==> config.mk <==
export PLATFORM = sky130hd
export DESIGN_NAME = adc_spi_arbiter
export DESIGN_NICKNAME = d
export VERILOG_FILES = /design/src/rtl/adc_spi_arbiter.sv
export SDC_FILE = /design/constraint.sdc
export NUM_CORES = 1
export LEC_CHECK = 0
export BUFFER_PORTS_ARGS = -buffer_cell sky130_fd_sc_hd__buf_2
export CAP_MARGIN = 20
export CELL_PAD_IN_SITES_DETAIL_PLACEMENT = 1
export CELL_PAD_IN_SITES_GLOBAL_PLACEMENT = 1
export CORE_ASPECT_RATIO = 1.75
export CORE_MARGIN = 10
export CORE_UTILIZATION = 43
export DETAILED_ROUTE_END_ITERATION = 12
export GPL_TIMING_DRIVEN = 1
export PLACE_DENSITY = 0.88
export SETUP_SLACK_MARGIN = 0.15
export SYNTH_ARGS = -nofsm -noshare
export SYNTH_HDL_FRONTEND = slang
export SYNTH_SLANG_ARGS = --single-unit
==> constraint.sdc <==
create_clock -name sclk -period 4.7 [get_ports sclk]
set_clock_uncertainty 0.15 [all_clocks]
set_input_delay 0.94 -clock sclk [delete_from_list [all_inputs] [get_ports sclk]]
set_output_delay 0.94 -clock sclk [all_outputs]
set_load 0.01 [all_outputs]
==> src/rtl/adc_spi_arbiter.sv <==
// Round-robin SPI transaction engine for the three ADC3241 config ports.
// One 24-bit frame per grant: {rw, fix, addr[13:0], data[7:0]}, MSB first.
module adc_spi_arbiter #(
  parameter int SCK_HALF = 2,
  parameter int GAP_CYC  = 10,
  parameter bit FIX_BIT  = 1'b1
) (
  input  logic        sclk,
  input  logic        rst_n,
  input  logic [2:0]  req,
  input  logic [2:0]  req_rw,
  input  logic [5:0]  req_dev,
  input  logic [41:0] req_addr,
  input  logic [23:0] req_wdata,
  output logic [2:0]  gnt,
  output logic [2:0]  done,
  output logic        err,
  output logic [7:0]  rdata,
  output logic        busy,
  output logic        spi_sclk,
  output logic [2:0]  spi_cs,
  output logic        spi_mosi,
  input  logic        spi_miso
);

  typedef enum logic [1:0] {
    IDLE,
    SHIFT,
    GAP
  } state_t;

  localparam logic [4:0] HALF_END = 5'(SCK_HALF - 1);
  localparam logic [4:0] PER_END  = 5'(2 * SCK_HALF - 1);
  localparam logic [7:0] GAP_END  = 8'(GAP_CYC - 1);

  state_t      state;
  logic [1:0]  rr_ptr;
  logic [1:0]  cur_w;
  logic [1:0]  cur_dev;
  logic        cur_rw;
  logic [23:0] frame_sr;
  logic [4:0]  ph_cnt;
  logic [4:0]  bit_cnt;
  logic [7:0]  gap_cnt;
  logic [7:0]  cap;

  logic [1:0]  o0, o1, o2;
  logic [1:0]  win;
  logic [1:0]  win_nxt;
  logic        w_rw;
  logic [1:0]  w_dev;
  logic [13:0] w_addr;
  logic [7:0]  w_wdata;
  logic [23:0] w_frame;

  // Search order starts at rr_ptr and wraps modulo 3.
  always_comb begin
    o0 = 2'd0;
    o1 = 2'd1;
    o2 = 2'd2;
    case (rr_ptr)
      2'd1: begin
        o0 = 2'd1;
        o1 = 2'd2;
        o2 = 2'd0;
      end
      2'd2: begin
        o0 = 2'd2;
        o1 = 2'd0;
        o2 = 2'd1;
      end
      default: begin
        o0 = 2'd0;
        o1 = 2'd1;
        o2 = 2'd2;
      end
    endcase
    if (req[o0])
      win = o0;
    else if (req[o1])
      win = o1;
    else
      win = o2;
    win_nxt = (win == 2'd2) ? 2'd0 : win + 2'd1;
  end

  always_comb begin
    w_rw    = req_rw[0];
    w_dev   = req_dev[1:0];
    w_addr  = req_addr[13:0];
    w_wdata = req_wdata[7:0];
    unique case (1'b1)
      (win == 2'd1): begin
        w_rw    = req_rw[1];
        w_dev   = req_dev[3:2];
        w_addr  = req_addr[27:14];
        w_wdata = req_wdata[15:8];
      end
      (win == 2'd2): begin
        w_rw    = req_rw[2];
        w_dev   = req_dev[5:4];
        w_addr  = req_addr[41:28];
        w_wdata = req_wdata[23:16];
      end
      default: begin
        w_rw    = req_rw[0];
        w_dev   = req_dev[1:0];
        w_addr  = req_addr[13:0];
        w_wdata = req_wdata[7:0];
      end
    endcase
    w_frame = {w_rw, FIX_BIT, w_addr,
               w_rw ? 8'h00 : w_wdata};
  end

  always_ff @(posedge sclk or negedge rst_n) begin
    if (!rst_n) begin
      state    <= IDLE;
      rr_ptr   <= 2'd0;
      cur_w    <= 2'd0;
      cur_dev  <= 2'd0;
      cur_rw   <= 1'b0;
      frame_sr <= '0;
      ph_cnt   <= '0;
      bit_cnt  <= '0;
      gap_cnt  <= '0;
      cap      <= '0;
      gnt      <= '0;
      done     <= '0;
      err      <= 1'b0;
      rdata    <= '0;
      busy     <= 1'b0;
      spi_sclk <= 1'b0;
      spi_cs   <= 3'b111;
      spi_mosi <= 1'b0;
    end else begin
      gnt  <= '0;
      done <= '0;
      err  <= 1'b0;
      case (state)
        IDLE: begin
          if (|req) begin
            frame_sr <= {w_frame[22:0], 1'b0};
            spi_mosi <= w_frame[23];
            gnt      <= 3'b001 << win;
            rr_ptr   <= win_nxt;
            cur_w    <= win;
            cur_dev  <= w_dev;
            cur_rw   <= w_rw;
            spi_cs   <= (w_dev == 2'd3) ? 3'b111
                                        : ~(3'b001 << w_dev);
            ph_cnt   <= '0;
            bit_cnt  <= 5'd23;
            busy     <= 1'b1;
            state    <= SHIFT;
          end
        end
        SHIFT: begin
          if (ph_cnt == PER_END) begin
            // Period end doubles as the falling edge: sample MISO here.
            ph_cnt   <= '0;
            spi_sclk <= 1'b0;
            cap      <= {cap[6:0], spi_miso};
            if (bit_cnt == 5'd0) begin
              spi_cs   <= 3'b111;
              spi_mosi <= 1'b0;
              done     <= 3'b001 << cur_w;
              err      <= (cur_dev == 2'd3);
              if (cur_rw)
                rdata <= {cap[6:0], spi_miso};
              gap_cnt  <= '0;
              state    <= GAP;
            end else begin
              bit_cnt  <= bit_cnt - 5'd1;
              spi_mosi <= frame_sr[23];
              frame_sr <= {frame_sr[22:0], 1'b0};
            end
          end else begin
            ph_cnt <= ph_cnt + 5'd1;
            if (ph_cnt == HALF_END)
              spi_sclk <= 1'b1;
          end
        end
        GAP: begin
          if (gap_cnt == GAP_END) begin
            busy  <= 1'b0;
            state <= IDLE;
          end else begin
            gap_cnt <= gap_cnt + 8'd1;
          end
        end
        default: begin
          busy  <= 1'b0;
          state <= IDLE;
        end
      endcase
    end
  end

endmodule
### After elaboration in Yosys (flattened, before gate mapping)

Index checks and enable logic that the tools add are counted.

| cells by class | value |
|---|---|
| equal/unequal tests | 17 |
| add/subtract/negate cells | 4 |
| bitwise logic cells | 2 |
| shift-type cells | 3 |
| magnitude comparators | 2 |
| reductions and logical operators | 17 |
| multiplexer cells | 57 |

Operator list:

| kind | number |
|---|---|
| 2-to-1 mux 24 bit | 3 |
| case mux 24 bit (2 select lines) | 1 |
| 2-to-1 mux 8 bit | 4 |
| case mux 8 bit (2 select lines) | 2 |
| case mux 14 bit (2 select lines) | 1 |
| 2-to-1 mux 3 bit | 9 |
| 2-to-1 mux 5 bit | 5 |
| case mux 5 bit (2 select lines) | 2 |
| AND reduction 4 bit | 5 |
| case mux 2 bit (2 select lines) | 4 |
| 2-to-1 mux 2 bit | 7 |
| 2-to-1 mux 1 bit | 12 |
| inequality test 2 bit, second input constant | 6 |
| equality test 2 bit, second input constant | 5 |
| left shift 1 x 2 -> 3 bit, first input constant | 3 |
| adder 8 x 1 -> 8 bit, second input constant | 1 |
| equality test 8 x 4 -> 1 bit, second input constant | 1 |
| AND reduction 2 bit | 4 |
| equality test 2 x 1 -> 1 bit, second input constant | 3 |
| < comparator 2 x 3 -> 1 bit, second input constant | 2 |
| case mux 2 bit (3 select lines) | 1 |
| case mux 3 bit (2 select lines) | 1 |
| AND reduction 3 bit | 2 |
| nonzero test 2 bit | 3 |
| other kinds (13) | 15 |

| word-level totals | value |
|---|---|
| output and inout bits | 21 |
| logic and storage cells | 120 |
| flip-flop bits (word level) | 79 |

### Longest topological paths before layout

| depth | value |
|---|---|
| word-level depth | 13 |
| depth in mapped cells | 13 |

### Worst setup path before layout

Ideal clock, no wire load.

| timing | value |
|---|---|
| path kind | input-to-reg |
| from | input port req[0] |
| to | register frame_sr[17] |
| setup slack | 1255 ps |
| library setup time | 83 ps |
| stages | 11 |
| path buffers | 2 |
| data arrival time | 3213 ps |
| path through | nor2b_1 > o311a_1 > a211oi_1 > inv_1 > ha_1 > buf_1 > buf_1 > nor2_1 > a211oi_1 > a21oi_1 > o21ai_0 |

| on the way | value |
|---|---|
| word-level cells in the longest chain between the ends | 8 |

RTL lines:

| item | line | source |
|---|---|---|
| start, declared | 10 | `input logic [2:0] req,` |
| binary-select mux 1 bit (select 2 bit) | 80 | `else if (req[o1])` |
| 2-to-1 mux 1 bit (not written as such) | 80 |  |
| 2-to-1 mux 2 bit | 80 |  |
| 2-to-1 mux 2 bit (*) | 78 | `if (req[o0])` |
| net win[0] | 48 | `logic [1:0] win;` |
| equality test 2 bit / equality test 2 x 1 -> 1 bit (equally long branches) | 99, 93 |  |
| case mux 14 bit (2 select lines) (*) | 92 | `unique case (1'b1)` |
| 2-to-1 mux 24 bit (*) | 142 | `if (\|req) begin` |
| case mux 24 bit (2 select lines) (*) | 140 | `case (state)` |
| end signal, assigned | 143 | `frame_sr <= {w_frame[22:0], 1'b0};` |
| end signal, assigned | 176 | `frame_sr <= {frame_sr[22:0], 1'b0};` |
| end, declared | 41 | `logic [23:0] frame_sr;` |

Mark *: on every way through the listed nets, which the timed path passes. The rest lies on a longest branch. The select of a mux whose other input is x is not followed.
A chain may end at the register's enable or synchronous reset.

### Final worst setup path

| timing | value |
|---|---|
| from | input port req[0] |
| to | register frame_sr[8] |

| on the way | value |
|---|---|
| word-level cells in the longest chain between the ends | 9 |

RTL lines:

| item | line | source |
|---|---|---|
| binary-select mux 1 bit (select 2 bit) | 80 |  |
| 2-to-1 mux 1 bit (not written as such) | 80 |  |
| 2-to-1 mux 2 bit | 80 |  |
| 2-to-1 mux 2 bit (*) | 78 |  |
| net win[0] | 48 |  |
| equality test 2 bit / equality test 2 x 1 -> 1 bit (equally long branches) | 99, 93 |  |
| case mux 8 bit (2 select lines) / case mux 1 bit (2 select lines) (equally long branches) | 92 |  |
| 2-to-1 mux 8 bit (*) | 113 | `w_rw ? 8'h00 : w_wdata};` |
| 2-to-1 mux 24 bit (*) | 142 |  |
| case mux 24 bit (2 select lines) (*) | 140 |  |

Marked as above.

==> flow_metrics.env <==
export IMPL_synth_common_cells="dfrtp_1, nand2_1, o21ai_0"
export IMPL_powerDensity_nw_per_um2=587
export IMPL_synth_edff_count=0
export IMPL_cts_max_level=3
export IMPL_rrSetupSlack_ns=1.09
export IMPL_yosysWarnings=0
export IMPL_die_w_um=93.7
export IMPL_critPathMaxFanout=26
export IMPL_cpMaxStageDelayCell="ha_1"
export IMPL_wirelength_um=12100
export IMPL_cp_data_required_time_ns=4.79
export IMPL_syn_area_per_cell_um2=9.32
export IMPL_clock_sinks=78
export IMPL_fin_crit_sh=0.770
export IMPL_clockBufferDepth=2
export IMPL_synthCells=438
export IMPL_cts_tree="yes"
export IMPL_synth_top_area_share=0.460
export IMPL_rsz0062_at_grt="no"
export IMPL_cp_cell_sequence="buf_2, nor2b_1, o311a_1, a211oi_1, inv_1, ha_1, a22o_1, mux2i_1, buf_4, a22oi_1, o21ai_0"
export IMPL_clkTransAtPathRegs_ns=0.06
export IMPL_synth_seq_area_share=0.479
export IMPL_reg2reg_to="frame_sr[8]"
export IMPL_drt_iter0_drc=167
export IMPL_avgRoutedWirePerCell_um=18.4
export IMPL_drive_gt1_frac=0.266
export IMPL_maxSlewHeadroom=0.346
export IMPL_ys_types=49
export IMPL_synth_seq_cells=78
export IMPL_netlist_area_um2=4080
export IMPL_worstHoldPathType="register to register"
export IMPL_die_area_um2=13900
export IMPL_antenna_cells=0
export IMPL_hold_buffers=0
export IMPL_fin_nets=622
export IMPL_first_pass_iters=4
export IMPL_status="completed"
export IMPL_track_usage=0.180
export IMPL_drv_slew=0
export IMPL_cts_buffers=9
export IMPL_synthArstFlopShare=1.00
export IMPL_ys_flop_type="dfrtp_1"
export IMPL_synth_nets=532
export IMPL_insertion_delay_ns=0.34
export IMPL_endpoint_kind="register"
export IMPL_synthTopCellsByArea="dfrtp_1, nand2_1, a22oi_1, o21ai_0, a211oi_1"
export IMPL_cts_root_buf="clkbuf_16"
export IMPL_ctsResizeCount=0
export IMPL_start_kind="input port"
export IMPL_core_area_um2=9350
export IMPL_dp_hpwl_um=8910
export IMPL_antenna_found_initial=0
export IMPL_die_h_um=149
export IMPL_endpoint="frame_sr[8]"
export IMPL_path_depth=11
export IMPL_synth_most_common_cell="dfrtp_1"
export IMPL_hold_viol=0
export IMPL_r2r_start="rr_ptr[1]"
export IMPL_place_gp_congestion=0.792
export IMPL_grt_first_pass_wirelength_um=20200
export IMPL_worstRegToRegCells=12
export IMPL_tns_ns=0
export IMPL_syn_to_final_growth_pct=22.7
export IMPL_rows=47
export IMPL_cp_num_buf_inv=3
export IMPL_max_stage_delay_ns=0.56
export IMPL_startpoint="req[0]"
export IMPL_io_buffers=101
export IMPL_grt_pass1_vias=4148
export IMPL_fin_hold_ws_ns=0.340
export IMPL_setup_violations=0
export IMPL_vias=3713
export IMPL_ir_drop_mv=0.363
export IMPL_yosys_area_top_type="dfrtp_1"
export IMPL_drv_cap=0
export IMPL_p_leak_nw=2.40
export IMPL_drc=0
export IMPL_ant_nets=0
export IMPL_initial_core_util=0.437
export IMPL_gr_total_overflow=0
export IMPL_arrival_ns=3.71
export IMPL_ios=102
export IMPL_post_cts_buffers=0
export IMPL_crit_type="input port to register"
export IMPL_grt_max_degree=79
export IMPL_critical_path_top_delay_family="compound AO/OA/AOI/OAI gates"
export IMPL_viasPerCell=5.67
export IMPL_worst_pin_slew_ns=0.981
export IMPL_clock_fmax_mhz=276
export IMPL_period_needed_ns=3.62
-- worst min-delay path by stage --
stage | start | end | slack [ns] | depth (start not counted)
2_1_floorplan | cur_dev[0] | cur_dev[0] | 0.29 | 2
3_3_place_gp | cur_dev[0] | cur_dev[0] | 0.30 | 2
3_5_place_dp | frame_sr[5] | frame_sr[5] | 0.33 | 2
4_1_cts | cur_w[1] | done[1] | 0.34 | 1
5_1_grt | frame_sr[16] | frame_sr[16] | 0.36 | 2
6_report | cur_w[1] | done[1] | 0.34 | 1
-- flip-flops by register name, indices dropped and copies added (netlist names) --
signal and count:
busy 1, ph_cnt 5, state 2, cap 7
gnt 3, spi_sclk 1, bit_cnt 5, done 3
rr_ptr 2, gap_cnt 8, cur_w 2, spi_mosi 1
err 1, cur_dev 2, cur_rw 1, frame_sr 23
spi_cs 3, rdata 8
-- cell type report --
cell class              instances  area, um2
fillers                      1120       4340
well taps                     122        153
repair buffers                108        558
flip-flops and latches         78       1960
clock inverters                 2       37.5
inverters                      10       37.5
multi-input cells             321       1980
clock buffers                  14        284
-- where the power goes --
part,leakage (nW),total [mW],internal [mW],switching (mW)
sequential,1.03,0.958,0.825,0.133
combinational,1.21,1.25,0.452,0.796
clock,0.155,0.732,0.469,0.263
-- per-stage QoR --
step / area, um2 / power, mW / setup WS (ns) / instances / util
detailed placement: 4680 / 2.21 / 0.750 / 638 / 0.501
global route: 5010 / 3.17 / 0.816 / 655 / 0.536
global placement: 4680 / 2.12 / 0.960 / 638 / 0.501
finish: 5010 / 2.94 / 1.08 / 655 / 0.536
CTS: 5000 / 2.96 / 1.09 / 654 / 0.535
floorplan: 4080 / 1.85 / 1.25 / 438 / -
-- layer usage --
layer / track usage / part of all wire
met5: 0 / 0
met4: 0.0740 / 0.024
met3: 0.0554 / 0.058
met2: 0.325 / 0.55
met1: 0.185 / 0.37
-- logic make-up after synthesis --
logic type,share of synthesized area
adder cells (fa/ha/maj),0.0398
XOR/XNOR,0.00858
buffers and inverters,0.0368
AO/OA/AOI/OAI,0.221
AND/OR/NAND/NOR,0.177
multiplexers,0.0374
flip-flops,0.479
-- cells in the final DEF (no fill, tap or decap), types with 2 or more instances in the layout --
cell type	Yosys	final
mux2i_1	4	4
nand2_1	66	66
a31oi_1	4	4
buf_4	0	7
inv_1	10	10
buf_2	3	100
ha_1	13	13
dfrtp_1	75	75
a22oi_1	32	32
clkbuf_8	0	4
dfstp_2	3	3
a21oi_1	17	17
nor2_1	35	35
or4b_1	2	2
and3_1	6	6
o21ai_0	40	40
or3_1	3	3
nand2b_1	2	2
or4_1	3	3
nand3_1	13	13
a211oi_1	22	22
nor2b_1	3	2
a21o_1	3	3
mux2_2	10	10
a22o_1	4	4
nor3_1	8	8
xor2_1	4	4
clkbuf_16	0	9
nor3b_1	2	2
o211ai_1	3	3
o21bai_1	2	2
nand4_1	2	2
No activity file was read; power rests on OpenSTA's default activity.
